### src/rtl/can_rx_frame_fifo.sv
// CAN receive-frame FIFO with a 4-register CPU window.
// Optional macro CAN_RXF_OVERWRITE_EN: a push into a full queue overwrites the oldest frame.
module can_rx_frame_fifo #(
  parameter int DEPTH = 4,
  parameter int AW    = 2
) (
  input  logic        clk,
  input  logic        reset,
  input  logic        push,
  input  logic [28:0] in_id,
  input  logic        in_ext,
  input  logic        in_rtr,
  input  logic [3:0]  in_dlc,
  input  logic [63:0] in_data,
  input  logic        cs,
  input  logic [1:0]  rs,
  input  logic [3:0]  bytesel,
  input  logic [31:0] d,
  output logic [31:0] q,
  output logic        irq
);

  typedef struct packed {
    logic        ext;
    logic        rtr;
    logic [3:0]  dlc;
    logic [28:0] id;
    logic [63:0] data;
  } entry_t;

  localparam logic [AW:0] FULL_CNT = (AW+1)'(DEPTH);

  entry_t      mem [DEPTH];
  entry_t      head;
  logic [AW-1:0] wptr;
  logic [AW-1:0] rptr;
  logic [AW:0] count;
  logic [7:0]  lost;
  logic        ovf;
  logic        irqen;

  logic wr, rd, st_wr;
  logic pop_req, flush, clr;
  logic full, empty;
  logic pop, take, drop_ev, over, wen;
  logic [2:0]  cnt3;
  logic [31:0] status;
  logic        unused;

  assign wr      = cs & (bytesel == 4'hF);
  assign rd      = cs & (bytesel == 4'h0);
  assign st_wr   = wr & (rs == 2'd1);
  assign pop_req = st_wr & d[0];
  assign flush   = st_wr & d[1];
  assign clr     = st_wr & d[2];

  assign full  = (count == FULL_CNT);
  assign empty = (count == '0);

  // A pop on a full queue frees the slot, so the push is accepted
  assign pop     = pop_req & ~empty;
  assign take    = push & (~full | pop) & ~flush;
  assign drop_ev = push & full & ~pop & ~flush;

`ifdef CAN_RXF_OVERWRITE_EN
  assign over = drop_ev;
`else
  assign over = 1'b0;
`endif

  assign wen = take | over;

  assign head   = mem[rptr];
  assign cnt3   = 3'(count);
  assign status = {irqen, 15'h0, lost, ovf, 2'b00, full, empty, cnt3};

  // Bits with no function in this block
  assign unused = ^{d[30:3], head.dlc};

  // Frame storage; contents deliberately left unreset
  always_ff @(posedge clk) begin
    if (wen) begin
      mem[wptr] <= {in_ext, in_rtr, in_dlc, in_id, in_data};
    end
  end

  // Pointers and occupancy; flush overrides push and pop
  always_ff @(posedge clk or posedge reset) begin
    if (reset) begin
      wptr  <= '0;
      rptr  <= '0;
      count <= '0;
    end else if (flush) begin
      wptr  <= '0;
      rptr  <= '0;
      count <= '0;
    end else begin
      if (wen) wptr <= wptr + AW'(1);
      if (pop | over) rptr <= rptr + AW'(1);
      if (take & ~pop) count <= count + (AW+1)'(1);
      else if (pop & ~take) count <= count - (AW+1)'(1);
    end
  end

  // Overflow bookkeeping; software clear wins over a same-cycle increment
  always_ff @(posedge clk or posedge reset) begin
    if (reset) begin
      lost <= '0;
      ovf  <= 1'b0;
    end else if (clr) begin
      lost <= '0;
      ovf  <= 1'b0;
    end else if (drop_ev) begin
      ovf <= 1'b1;
      if (lost != 8'hFF) lost <= lost + 8'd1;
    end
  end

  // Interrupt enable and registered interrupt
  always_ff @(posedge clk or posedge reset) begin
    if (reset) begin
      irqen <= 1'b0;
      irq   <= 1'b0;
    end else begin
      if (st_wr) irqen <= d[31];
      irq <= irqen & ~empty;
    end
  end

  // Read window onto the head frame and status
  always_comb begin
    q = '0;
    if (rd) begin
      unique case (rs)
        2'd0: if (!empty) q = {head.ext, head.rtr, 1'b0, head.id};
        2'd1: q = status;
        2'd2: if (!empty) q = head.data[31:0];
        2'd3: if (!empty) q = head.data[63:32];
        default: q = '0;
      endcase
    end
  end

endmodule

### config.mk
export PLATFORM = sky130hd
export DESIGN_NAME = can_rx_frame_fifo
export DESIGN_NICKNAME = d
export VERILOG_FILES = /design/src/rtl/can_rx_frame_fifo.sv
export SDC_FILE = /design/constraint.sdc
export NUM_CORES = 1
export LEC_CHECK = 0
export BUFFER_PORTS_ARGS = -buffer_cell sky130_fd_sc_hd__buf_2
export CAP_MARGIN = 20
export CORE_MARGIN = 2
export CORE_UTILIZATION = 60
export DETAILED_ROUTE_END_ITERATION = 6
export GPL_TIMING_DRIVEN = 0
export PLACE_DENSITY = 0.86
export SLEW_MARGIN = 15
export SYNTH_ARGS = -nofsm -noshare
export SYNTH_HDL_FRONTEND = slang
export SYNTH_SLANG_ARGS = --single-unit
### constraint.sdc
create_clock -name clk -period 9.04 [get_ports clk]
set_input_delay 1.808 -clock clk [delete_from_list [all_inputs] [get_ports clk]]
set_output_delay 1.808 -clock clk [all_outputs]
set_load 0.005 [all_outputs]
==> run_results.csv <==
group,metric,value,unit
sta,setup_viol,0,
drt,firstDrtPassIters,7,
sta,finalCriticalPeriod,5800,ps
sta,tns,0,ps
worst_setup_path,critPathArrivalTime,4000,ps
power,static-leakage-power,6.38,nW
clocking,cts_resized,0,
worst_setup_path,r2r-end,"mem[1][26]$_DFFE_PP_",
logic_synthesis,syn_nets,957,
global_route,grt_pass1_vias,8862,
global_route,grt_overflow,0,
sta,hold_viol,0,
worst_hold_path,holdPathStages,2,
floorplanning,start_util,61.3,%
floorplanning,die_w,167,µm
global_route,grt_max_degree,52,
drt,drc,22,
floorplanning,dieArea,28000,µm²
worst_hold_path,hold_class,"flip-flop to flip-flop",
final_layout,drive_gt1_share,29.1,%
worst_setup_path,critPathLaunchType,"input port",
clocking,clock_latency,530,ps
clocking,numCtsBuffers,40,
floorplanning,io_pins,174,
logic_synthesis,synth_top_area_cell,"edfxtp_1",
drt,drt-total-wl,35.2,mm
job,drv_cap,0,
power,vdd_drop_max,0.153,mV
worst_hold_path,min_to,"ovf$_DFFE_PP0P_",
sta,rsz0062_at_grt,"false",
clocking,cts_setup_buffers,0,
power,p_int,3.71,mW
worst_setup_path,critPathCaptureType,"primary output",
placement,io_buffers,141,
worst_hold_path,hp-start,"ovf$_DFFE_PP0P_",
clocking,cts_tree,"built",
placement,dpl.cell_count,1292,
clocking,cts_hold_buffers,0,
worst_setup_path,worstPathRequired,7230,ps
drt,vias_per_cell,6.35,
sta,finalCritPeriodShare,64.2,%
final_layout,syn_to_final_growth,15.9,%
final_layout,num-fill-cells,1561,
sta,fmax,172,MHz
drt,drtAntennaViolNets,0,
placement,dpl.hpwl,22.1,mm
logic_synthesis,syn-cell-area,16000,µm²
floorplanning,rows,59,
sta,layout_setup_ws,3240,ps
drt,drtIter0Drc,1044,
clocking,clkSlewWorstSetupHoldPaths,60,ps
sta,worst_pin_slew,823,ps
floorplanning,core_area,26100,µm²
clocking,cts_max_level,2,
run_status,status,"complete, but fails checks",
power,sw_frac_of_total,26.2,%
final_layout,layout.nets,1146,
power,p_per_area,271,nW/µm²
floorplanning,die_h,167,µm
sta,timing.slew.headroom,44.5,%
drt,routed-via-count,8703,
global_route,antenna_found_initial,10,
clocking,cts_buffer_depth,3,
power,power.share.clock,31.1,%
logic_synthesis,synth.area.top_cells,"edfxtp_1 71%, mux4_2 5.9%, mux4_1 4.1%",
logic_synthesis,ys_types,51,
worst_setup_path,rrSetupSlack,6180,ps
logic_synthesis,yosysTopAreaCellShare,71.2,%
worst_setup_path,worstPathMaxFanout,10,
power,combPwrFrac,18.5,%
logic_synthesis,syn_inst,810,
placement,dp_slack,3370,ps
placement,globalplace.congestion,0.820,
clocking,cts-root-buf,"clkbuf_16",
logic_synthesis,synth_edf_count,380,
drt,post_drt_wl_per_cell,25.7,µm
worst_setup_path,r2r-start,"cnt3[0]$_DFFE_PP0P_",
clocking,cts_sinks,398,
power,switching_power,1.32,mW
power,seqPwrFrac,50.4,%
logic_synthesis,yosysSeqAreaShare,74.0,%
logic_synthesis,synthTopCellsByCount,"380 x edfxtp_1, 61 x mux2i_1, 42 x mux4_2, 35 x nor2_1, 29 x a21oi_1",
worst_setup_path,crit_type,"input port to primary output",
sta,final_max_slew_viol_count,0,
global_route,track_usage,25.2,%
logic_synthesis,async_reset_ff_share,4.52,%
logic_synthesis,ys_warn_count,0,
logic_synthesis,synth_flop_cell,"edfxtp_1",
logic_synthesis,yosys.cell_count.top_type,"edfxtp_1",
run_status,violations,"DRC",
final_layout,fin_cells,1371,
global_route,grt_pass1_wl,52.6,mm
worst_setup_path,reg2reg_depth,6,
logic_synthesis,ys_ff_latch,398,
logic_synthesis,avgSynthCellArea,19.8,µm²
sta,skew,13.6,ps
## power groups by stage
stage	registers, mW	clock network (mW)	logic [mW]
finish	2.53	1.56	0.929
global route	2.56	1.65	0.991
detailed placement	2.56	0	0.921
floorplan	2.56	0	0.601
global placement	2.60	0	0.844
CTS	2.53	1.58	0.933
## flip-flops by register name, indices dropped and copies added, names as in the netlist
name,count
irq,1
rptr,2
mem,380
lost,8
wptr,2
cnt3,3
irqen,1
ovf,1
## through the flow
| stage | util [%] | cell area, µm² | power (mW) | hold slack, ps |
|---|---|---|---|---|
| final | 71.1 | 18600 | 5.02 | 557 |
| after global routing | 71.0 | 18600 | 5.20 | 582 |
| after floorplan | - | 16000 | 3.16 | 481 |
| after detailed placement | 66.2 | 17300 | 3.49 | 535 |
| after CTS | 71.0 | 18600 | 5.04 | 557 |
| after global placement | 65.6 | 17100 | 3.45 | 521 |
## logic make-up after synthesis
family                     after synthesis  share of synthesized area [%]
adders and majority gates                6                          0.515
AOI/OAI and AO/OA                      100                           4.44
buffers and inverters                   61                           2.62
muxes                                  144                           14.9
DFF                                    398                           74.0
xor gates and xnor gates                11                          0.601
and+or+nand+nor                         90                           2.86
## how the worst max path moves through the flow
| stage | start | cells past startpoint | endpoint |
|---|---|---|---|
| global route | rs[1] | 8 | q[14] |
| global placement | rs[1] | 6 | mem[1][26]$_DFFE_PP_ |
| floorplan | rs[1] | 5 | mem[0][0]$_DFFE_PP_ |
| detailed placement | rs[1] | 8 | q[11] |
| finish | rs[1] | 8 | q[11] |
| CTS | rs[1] | 8 | q[11] |
## worst max-delay path, cell delays in order
cell and delay (ps):
buf_2 120, buf_6 130, nand2_1 380, clkbuf_1 620, o221ai_1 260, a31oi_1 410, a21oi_1 100, buf_2 150
## layout make-up
cell class | count | area (µm²) | area share (%)
Clock buffer | 52 | 1090 | 5.86
Inverter | 18 | 67.6 | 0.364
Multi-Input combinational cell | 351 | 3750 | 20.2
Tap cell | 335 | 419 | 2.26
Clock inverter | 21 | 156 | 0.842
Antenna cell | 6 | 15.0 | 0.0809
Buffer | 43 | 352 | 1.89
Timing Repair Buffer | 147 | 856 | 4.61
Sequential cell | 398 | 11900 | 63.9
## layout by cell type, fill, tap and decap left out, drive strengths merged, types with 11 or more instances in the layout
cell type / netlist / layout
a21oi: 29 / 29
a31oi: 13 / 13
nand2: 22 / 22
clkinv: 0 / 17
buf: 31 / 178
dfrtp: 18 / 18
mux2: 16 / 16
xnor2: 11 / 11
mux4: 67 / 67
inv: 18 / 18
a22oi: 16 / 16
edfxtp: 380 / 380
nor2: 35 / 35
o221ai: 27 / 27
clkbuf: 12 / 64
mux2i: 61 / 61
## layer usage
layer  vias to the layer above  track usage (%)  wire (µm)
met1                      4443             34.5      13900
met5                         -                0         69
li1                       3739                -          -
met4                        10             7.15        723
met2                       443             41.1      17400
met3                        68             6.24       3140
No activity file was read; power rests on OpenSTA's default activity.
